### src/rtl/cpu_pkg.sv
// ============================================================================
// Module : cpu_pkg
// Purpose: Shared CPU definitions: default datapath widths, load funct3
//          encodings, write-back FSM state encoding and a misalignment helper.
// Ports  : none (package)
// Config : WB_MISALIGN_EN (consumed by wb_stage, not by this package)
// Rev    : 1.0 - initial release
// ============================================================================
`default_nettype none

package cpu_pkg;

  localparam int CPU_XLEN    = 32;
  localparam int CPU_RADDR_W = 5;

  // Load funct3 encodings; 011/110/111 fall through to word behaviour.
  localparam logic [2:0] F3_LB  = 3'b000;
  localparam logic [2:0] F3_LH  = 3'b001;
  localparam logic [2:0] F3_LW  = 3'b010;
  localparam logic [2:0] F3_LBU = 3'b100;
  localparam logic [2:0] F3_LHU = 3'b101;

  typedef enum logic [0:0] {
    ST_IDLE     = 1'b0,
    ST_WAIT_MEM = 1'b1
  } wb_state_t;

  // Signed halfword at an odd address, or any word-class load off a word
  // boundary. LHU is deliberately not flagged.
  function automatic logic is_misaligned(input logic [2:0] funct3,
                                         input logic [1:0] addr_lo);
    logic mis;
    case (funct3)
      F3_LH:                  mis = addr_lo[0];
      F3_LB, F3_LBU, F3_LHU:  mis = 1'b0;
      default:                mis = (addr_lo != 2'b00);
    endcase
    return mis;
  endfunction

endpackage

`default_nettype wire

### src/rtl/load_align.sv
// ============================================================================
// Module : load_align
// Purpose: Combinational load data alignment and sign/zero extension.
// Ports  : data    in  XLEN  raw word-aligned memory data
//          funct3  in  3     load type
//          addr_lo in  2     effective address bits [1:0]
//          result  out XLEN  aligned, extended load value
// Rev    : 1.0 - initial release
// ============================================================================
`default_nettype none

module load_align
  import cpu_pkg::*;
#(
  parameter int XLEN = CPU_XLEN
) (
  input  logic [XLEN-1:0] data,
  input  logic [2:0]      funct3,
  input  logic [1:0]      addr_lo,
  output logic [XLEN-1:0] result
);

  logic [7:0]  byte_sel;
  logic [15:0] half_sel;

  assign byte_sel = data[{addr_lo, 3'b000} +: 8];
  // Halfword selection only looks at addr_lo[1]; an odd address is the
  // caller's problem (flagged upstream when the misalign check is built in).
  assign half_sel = data[{addr_lo[1], 4'b0000} +: 16];

  always_comb begin
    result = data;
    case (funct3)
      F3_LB:   result = {{(XLEN-8){byte_sel[7]}}, byte_sel};
      F3_LH:   result = {{(XLEN-16){half_sel[15]}}, half_sel};
      F3_LBU:  result = {{(XLEN-8){1'b0}}, byte_sel};
      F3_LHU:  result = {{(XLEN-16){1'b0}}, half_sel};
      default: result = data;
    endcase
  end

endmodule

`default_nettype wire

### src/rtl/wb_stage.sv
// ============================================================================
// Module : wb_stage
// Purpose: Write-back stage feeding the register file write port. ALU results
//          are written one cycle after acceptance; loads park in WAIT_MEM until
//          the memory response, then write aligned/extended data.
// Ports  : i_clk, i_rst (async, active high)
//          i_ex_valid/o_ex_ready/i_ex_rd/i_ex_result/i_ex_load/i_ex_funct3/
//          i_ex_addr_lo : retiring instruction from execute
//          i_mem_valid/i_mem_data : load response
//          o_we/o_addr_wr/o_dat_wr : register file write port (registered)
//          o_pending/o_pending_rd  : outstanding load for hazard logic
//          o_misaligned            : misaligned-load pulse
// Config : WB_MISALIGN_EN - when defined, misaligned LH/LW suppress the write
//          and pulse o_misaligned instead; otherwise o_misaligned is 0.
// Rev    : 1.0 - initial release
// ============================================================================
`default_nettype none

module wb_stage
  import cpu_pkg::*;
#(
  parameter int XLEN    = CPU_XLEN,
  parameter int RADDR_W = CPU_RADDR_W
) (
  input  logic               i_clk,
  input  logic               i_rst,
  input  logic               i_ex_valid,
  output logic               o_ex_ready,
  input  logic [RADDR_W-1:0] i_ex_rd,
  input  logic [XLEN-1:0]    i_ex_result,
  input  logic               i_ex_load,
  input  logic [2:0]         i_ex_funct3,
  input  logic [1:0]         i_ex_addr_lo,
  input  logic               i_mem_valid,
  input  logic [XLEN-1:0]    i_mem_data,
  output logic               o_we,
  output logic [RADDR_W-1:0] o_addr_wr,
  output logic [XLEN-1:0]    o_dat_wr,
  output logic               o_pending,
  output logic [RADDR_W-1:0] o_pending_rd,
  output logic               o_misaligned
);

  wb_state_t   state;
  logic [2:0]  ld_funct3;
  logic [1:0]  ld_addr_lo;
  logic        ld_mis;
  logic        mis_detect;
  logic [XLEN-1:0] aligned;

  assign o_ex_ready = (state == ST_IDLE);

`ifdef WB_MISALIGN_EN
  assign mis_detect = is_misaligned(i_ex_funct3, i_ex_addr_lo);
`else
  assign mis_detect = 1'b0;
`endif

  load_align #(.XLEN(XLEN)) u_load_align (
    .data    (i_mem_data),
    .funct3  (ld_funct3),
    .addr_lo (ld_addr_lo),
    .result  (aligned)
  );

  // o_pending_rd doubles as the destination register of the parked load.
  always_ff @(posedge i_clk or posedge i_rst) begin
    if (i_rst) begin
      state        <= ST_IDLE;
      o_we         <= 1'b0;
      o_addr_wr    <= '0;
      o_dat_wr     <= '0;
      o_pending    <= 1'b0;
      o_pending_rd <= '0;
      o_misaligned <= 1'b0;
      ld_funct3    <= 3'b000;
      ld_addr_lo   <= 2'b00;
      ld_mis       <= 1'b0;
    end else begin
      o_we         <= 1'b0;
      o_misaligned <= 1'b0;
      case (state)
        ST_IDLE: begin
          if (i_ex_valid) begin
            if (i_ex_load) begin
              state        <= ST_WAIT_MEM;
              o_pending    <= 1'b1;
              o_pending_rd <= i_ex_rd;
              ld_funct3    <= i_ex_funct3;
              ld_addr_lo   <= i_ex_addr_lo;
              ld_mis       <= mis_detect;
            end else if (i_ex_rd != '0) begin
              o_we      <= 1'b1;
              o_addr_wr <= i_ex_rd;
              o_dat_wr  <= i_ex_result;
            end
          end
        end
        ST_WAIT_MEM: begin
          if (i_mem_valid) begin
            state     <= ST_IDLE;
            o_pending <= 1'b0;
            if (ld_mis) begin
              o_misaligned <= 1'b1;
            end else if (o_pending_rd != '0) begin
              o_we      <= 1'b1;
              o_addr_wr <= o_pending_rd;
              o_dat_wr  <= aligned;
            end
          end
        end
        default: state <= ST_IDLE;
      endcase
    end
  end

endmodule

`default_nettype wire

### config.mk
export PLATFORM = sky130hd
export DESIGN_NAME = wb_stage
export DESIGN_NICKNAME = d
export VERILOG_FILES = /design/src/rtl/cpu_pkg.sv /design/src/rtl/load_align.sv /design/src/rtl/wb_stage.sv
export SDC_FILE = /design/constraint.sdc
export NUM_CORES = 1
export LEC_CHECK = 0
export CORE_MARGIN = 4
export CORE_UTILIZATION = 48
export DETAILED_ROUTE_END_ITERATION = 7
export PLACE_DENSITY = 0.87
export SLEW_MARGIN = 15
export SYNTH_ARGS = -nofsm -noshare
export SYNTH_HDL_FRONTEND = slang
export SYNTH_HIERARCHICAL = 1
export SYNTH_SLANG_ARGS = --single-unit
### constraint.sdc
create_clock -name i_clk -period 3.8 [get_ports i_clk]
set_input_delay 0.95 -clock i_clk [delete_from_list [all_inputs] [get_ports i_clk]]
set_output_delay 0.95 -clock i_clk [all_outputs]
set_load 0.02 [all_outputs]
* Word-level counts from Yosys, hierarchy flattened *
Index checks and enable logic that the tools add are counted.
Widths: inputs -> output; s select.

operators by class
  $add $sub $neg = 0
  multipliers = 0
  divide/modulo/power cells = 0
  $lt $le $gt $ge = 0
  equality and inequality tests = 9
  shifts and indexed selects = 2
  muxes and demuxes = 27
  bitwise gates (word level) = 1
  reductions and logical operators = 6

operator list
  operator            number
  $mux 32             5
  $pmux 32 s4         1
  $pmux 32 s2         1
  $shiftx 32x6->16    1
  $shiftx 32x6->8     1
  $mux 5              5
  $mux 1              11
  $pmux 5 s2          1
  $reduce_bool 5->1   2
  $eq 3x3->1 const B  2
  $ne 2x1->1 const B  3
  $ne 2x2->1 const B  3
  $pmux 1 s2          3
  $reduce_and 3->1    2
  $reduce_and 5->1    1
  $eq 3x1->1 const B  1
  $logic_not 3->1     1
  $not 1->1           1

word-level totals
  register bits = 50
  latch bits = 0
  memory bits (writable) = 0
  memory bits (read-only) = 0
  input port bits = 79
  output and inout port bits = 46
  logic and storage cells = 53
  memories = 0

* Logic depth before layout (Yosys ltp) *
  depth after elaboration = 5
  gate-level depth with buffers = 7
  mapped depth without buffers = 5

* Modules after synthesis *
Netlist, hierarchy kept.

by module, submodules not included
  module      instances  cells an instance  area an instance (µm²)  seq. area each (µm²)
  wb_stage    1          158                2403.6                  1251.2
  load_align  1          118                794.5                   0.0

* Worst setup path after synthesis *
OpenSTA, ideal clock, no wires.

  kind = input-to-reg
  from = in i_mem_data[31]
  to = reg o_dat_wr[10]
  setup time = 125 ps
  data arrival time = 2441 ps
  required time = 3675 ps
  slack = 1235 ps
  cell stages on the path = 6
  path buffers = 1
  path through = mux4_2 and2_4 buf_6 a221o_1 mux2_2 mux2_2

on the way
  longest elaborated chain between the ends = 5

ends and longest elaborated chain
  element                 line              text
  start: declaration      wb_stage.sv:35    input logic [XLEN-1:0] i_mem_data,
  $shiftx 32x6->8         load_align.sv:26  assign byte_sel = data[{addr_lo, 3'b000} +: 8];
  $pmux 32 s4             load_align.sv:33  case (funct3)
  named net aligned[10]   wb_stage.sv:49    logic [XLEN-1:0] aligned;
  $mux 32                 wb_stage.sv:105   end else if (o_pending_rd != '0) begin
  $mux 32                 wb_stage.sv:100   if (i_mem_valid) begin
  $pmux 32 s2             wb_stage.sv:82    case (state)
  end signal: assignment  wb_stage.sv:95    o_dat_wr <= i_ex_result;
  end signal: assignment  wb_stage.sv:108   o_dat_wr <= aligned;
  end: declaration        wb_stage.sv:38    output logic [XLEN-1:0] o_dat_wr,

The timed path passes the listed nets, and every way through them passes these cells. The select of a mux whose other input is x is not followed.
A chain may end at the register's enable or synchronous reset.

* Worst setup path after layout *
  from = in i_mem_valid
  to = reg o_dat_wr[14]

on the way
  longest elaborated chain between the ends = 2

ends and longest elaborated chain
  element                            line            text
  start: declaration                 wb_stage.sv:34  input logic i_mem_valid,
  $ne 2x2->1 (no source line)        --
  $reduce_and 5->1 (no source line)  --

Every way passes these cells.

==> out/metrics.sh <==
CRIT_REQUIRED_NS=4.00
WORSTSETUPENDPOINT='o_dat_wr[14]'
FRACTION_OF_SYNTHESIZED_AREA_IN_MULTIPLEXERS=0.372
DRV_CAP=0
SYNTH.CELL_AREA_MM2=0.00320
HOLD_CLASS='reg2reg'
REPORT.FINAL.SLEW_VIOL_COUNT=0
CRITPATHARRIVALTIME_NS=3.14
STARTING_DENSITY_OF_THE_CORE=0.498
POST_PLACEMENT_CELL_COUNT=455
DRT-WIRELENGTH-PER-CELL_UM=19.7
GRT_UTIL_MET3=0.0693
CTS.REPAIR_TIMING.SETUP_BUFFER_COUNT=0
GP_ROUTABILITY_CONGESTION=0.856
FMAX_GHz=0.340
CLOCK_SINK_COUNT=50
IOS=125
REPORT.FINAL.SETUP_VIOL=0
CTS_TREE='done'
SLOWEST_STAGE='sky130_fd_sc_hd__o21ai_4'
MAX-CLOCK-PATH-BUFFERS=2
SYNTHESIS.YOSYS.WARNINGS=6
SYNTH.AVG_CELL_AREA_UM2=11.6
RSZ_0062_RAISED_AFTER_GLOBAL_ROUTING='no'
POWER_DENSITY_mW_PER_MM2=551
CLOCKPOWERSHARE=0.137
PATH_CLASS='in2reg'
NUM_ANTENNA_CELLS=0
POSTSYNTHREGISTERBITS=50
SETUP_TNS_NS=0
SYNTH.AREA.TOP_CELLS='sky130_fd_sc_hd__dfrtp_1, sky130_fd_sc_hd__mux2_2, sky130_fd_sc_hd__mux2_4, sky130_fd_sc_hd__mux2i_1, sky130_fd_sc_hd__nand2_1'
WORST_SKEW_PAIR.LATE_LATENCY_NS=0.32
WORST_SLEW_MARGIN_REL=0.303
COMPLEX_GATE_FRACTION_OF_THE_SYNTHESIZED_AREA=0.0923
PORT-BUFFER-COUNT=123
DETAIL_ROUTE.WIRELENGTH_MM=9.11
R2R_END='o_dat_wr[14]'
CTS_MADE_BUFFERS=5
ASYNC_FLOP_SHARE=1.00
COMBPWRFRAC=0.513
SHARE_SEQ_OF_TOTAL_POWER=0.350
GRT_OVERFLOW_TOTAL=0
POST_SYNTH_NUM_CELL_TYPES=30
SW_RATIO=0.365
SYNTH-ADDER-AREA-SHARE=0
WORST_REG2REG_SETUP_SLACK_NS=1.09
AREA_GROWTH_SYN_TO_LAYOUT_PCT=41.4
POST_SYNTH_INST_COUNT=276
STATIC-LEAKAGE-POWER_uW=0.00193
INTERNAL-POWER_uW=1580
ROWS=29
SYNTHFLOPTYPE='sky130_fd_sc_hd__dfrtp_1'
SYNTH_EDF_COUNT=0
HOLD_VIOLATIONS=0
CLOCK-SKEW-FINAL_NS=0.0136
YOSYS.AREA.TOP_TYPE_SHARE=0.391
MAX_SLEW.WORST_PIN.SLEW_NS=1.04
YS_TOP_CELLS_BY_COUNT='sky130_fd_sc_hd__mux2_2, sky130_fd_sc_hd__dfrtp_1, sky130_fd_sc_hd__nand2_1'
DRIVE_GT1_FRAC=0.264
POSTCTSRESIZEDCELLS=0
SYNTH.YOSYS.SEQ_AREA_SHARE=0.391
CTS_HOLD_BUF=0
VIAS_PER_CELL=5.66
WORSTPATHCELLLIST='clkdlybuf4s50_1 > nand2_1 > o21ai_4 > buf_4 > mux2_2'
ROUTE.DETAILED.DRC=0
CRITICAL_PATH_PEAK_FANOUT=24
FINISH.CELL_COUNT_WITHOUT_FILLERS=463
DIEAREA_MM2=0.00803
DIE_X_UM=89.6
HALF_PERIMETER_WIRE_LENGTH_AFTER_PLACEMENT_MM=6.87
VIAS=2619
SYNTH-SIMPLE-AREA-SHARE=0.0939
USE_MET2=0.367
FINAL_NETS=464
CTS.HTREE.LEVELS=2
GRT_START_MAX_NET_PINS=51
STATUS='complete, no violations'
CLOCK_SLEW_AT_THE_REGISTER_CLOCK_PINS_OF_THE_WORST_SETUP_AND_HOLD_PATHS_NS=0.09
GRT_USE_MET1=0.308
CPPEAKSTAGEDELAY_NS=0.84
CRIT_START='i_mem_valid'
SYNTH_XOR_AREA_FRAC=0
END_KIND='register'
POWER.IR.VDD_WORST_mV=0.392
ANTENNA_FOUND_INITIAL=0
GRT_PASS1_WL_MM=14.0
STARTPOINT_OF_THE_WORST_REGISTER_TO_REGISTER_PATH='state'
FIRST_GLOBAL_VIAS=2759
FP.COREAREA_MM2=0.00642
POST-ROUTE-MIN-PERIOD_NS=2.94
SYN-NUM-NETS=355
GLOBALROUTETOTALUTIL=0.231
GRT_BUSIEST_LAYER='met2'
CTS_ROOT_BUFFER='sky130_fd_sc_hd__clkbuf_8'
REG2REGPATHDEPTH=4
SWITCHINGPOWER_uW=907
FINAL_ANTENNA_NET_COUNT=0
SYNTH_TOP_AREA_CELL='sky130_fd_sc_hd__dfrtp_1'
SETUP.WORST_PATH.START_CLASS='input port'
DIE-HEIGHT_UM=89.6
DETAILEDROUTE.FIRSTITERATIONVIOLATIONS=140
COMBINATIONAL_FAMILY_WITH_THE_MOST_AREA_AFTER_SYNTHESIS='multiplexers'
MOST_FREQUENTLY_USED_CELL_TYPE_IN_THE_POST_SYNTHESIS_NETLIST='sky130_fd_sc_hd__mux2_2'
MIN_PERIOD_OVER_PERIOD=0.774
DRTPASS1ITERATIONS=4
cells by family (layout without fill, tap and decap cells):
kind of cell / Yosys count / count (layout)
mux: 100 / 100
simple gates: 60 / 60
flops: 50 / 50
compound gates: 37 / 37
buf+inv: 28 / 138
other cells: 1 / 1
worst min-delay path by stage:
stage / startpoint / endpoint / cells past startpoint
2_1_floorplan: ld_addr_lo[0] / ld_addr_lo[0] / 1
4_1_cts: o_dat_wr[9] / o_dat_wr[9] / 1
5_1_grt: o_dat_wr[24] / o_dat_wr[24] / 1
3_5_place_dp: o_dat_wr[24] / o_dat_wr[24] / 1
3_3_place_gp: o_dat_wr[21] / o_dat_wr[21] / 1
6_report: o_dat_wr[24] / o_dat_wr[24] / 1
metal layers:
layer,share of wire,vias up,wire [µm]
met3,0.085,9,773
met5,0,-,0
met4,0.013,0,122
met1,0.42,1278,3840
met2,0.48,122,4370
li1,-,1210,-
worst max-delay path, delay by kind of cell:
family | cells | cell delay [ns]
compound gates | 1 | 0.84
buf+inv | 2 | 0.86
mux | 1 | 0.37
simple gates | 1 | 0.11
cell type report:
cell class	count	area [µm²]
Inverter	3	11.3
Clock inverter	2	16.3
Clock buffer	6	82.6
Sequential cell	50	1250
Tap cell	77	96.3
Fill cell	468	1900
Timing Repair Buffer	127	1260
Multi-Input combinational cell	198	1800
cells in the final DEF, fill, tap and decap left out, drive strengths merged, types with 2 or more instances in the layout:
cell type and count:
a21oi 8, a221o 8, a22o 8, buf 4, clkbuf 6, clkdlybuf4s50 123, dfrtp 50, inv 4
mux2 85, mux2i 14, nand2 35, nand3b 8, nor2b 8, nor3b 2, o21ai 3, o22a 8
or4 2
sequential cells by signal, indices dropped and copies added (netlist names):
| signal | flops |
|---|---|
| o_dat_wr | 32 |
| o_addr_wr | 5 |
| o_pending_rd | 5 |
| ld_funct3 | 3 |
| ld_addr_lo | 2 |
| o_pending | 1 |
| o_we | 1 |
| state | 1 |
power by group through the flow:
stage	Sequential, µW	Clock, µW	Combinational [µW]
global placement	870	0	1250
finish	871	342	1280
CTS	870	348	1280
floorplan	1010	0	598
detailed placement	871	0	1280
global route	899	370	1350
per-stage QoR:
| stage | total power [µW] | worst slack, ns | hold slack (ns) | instance area, µm² | utilization |
|---|---|---|---|---|---|
| floorplan | 1610 | 1.23 | 0.478 | 3200 | - |
| global placement | 2120 | 0.575 | 0.492 | 4420 | 0.688 |
| detailed placement | 2150 | 0.528 | 0.493 | 4420 | 0.688 |
| CTS | 2500 | 0.862 | 0.521 | 4520 | 0.704 |
| global route | 2620 | 0.750 | 0.536 | 4520 | 0.704 |
| finish | 2490 | 0.860 | 0.519 | 4520 | 0.704 |
No activity file was read; power rests on OpenSTA's default activity.
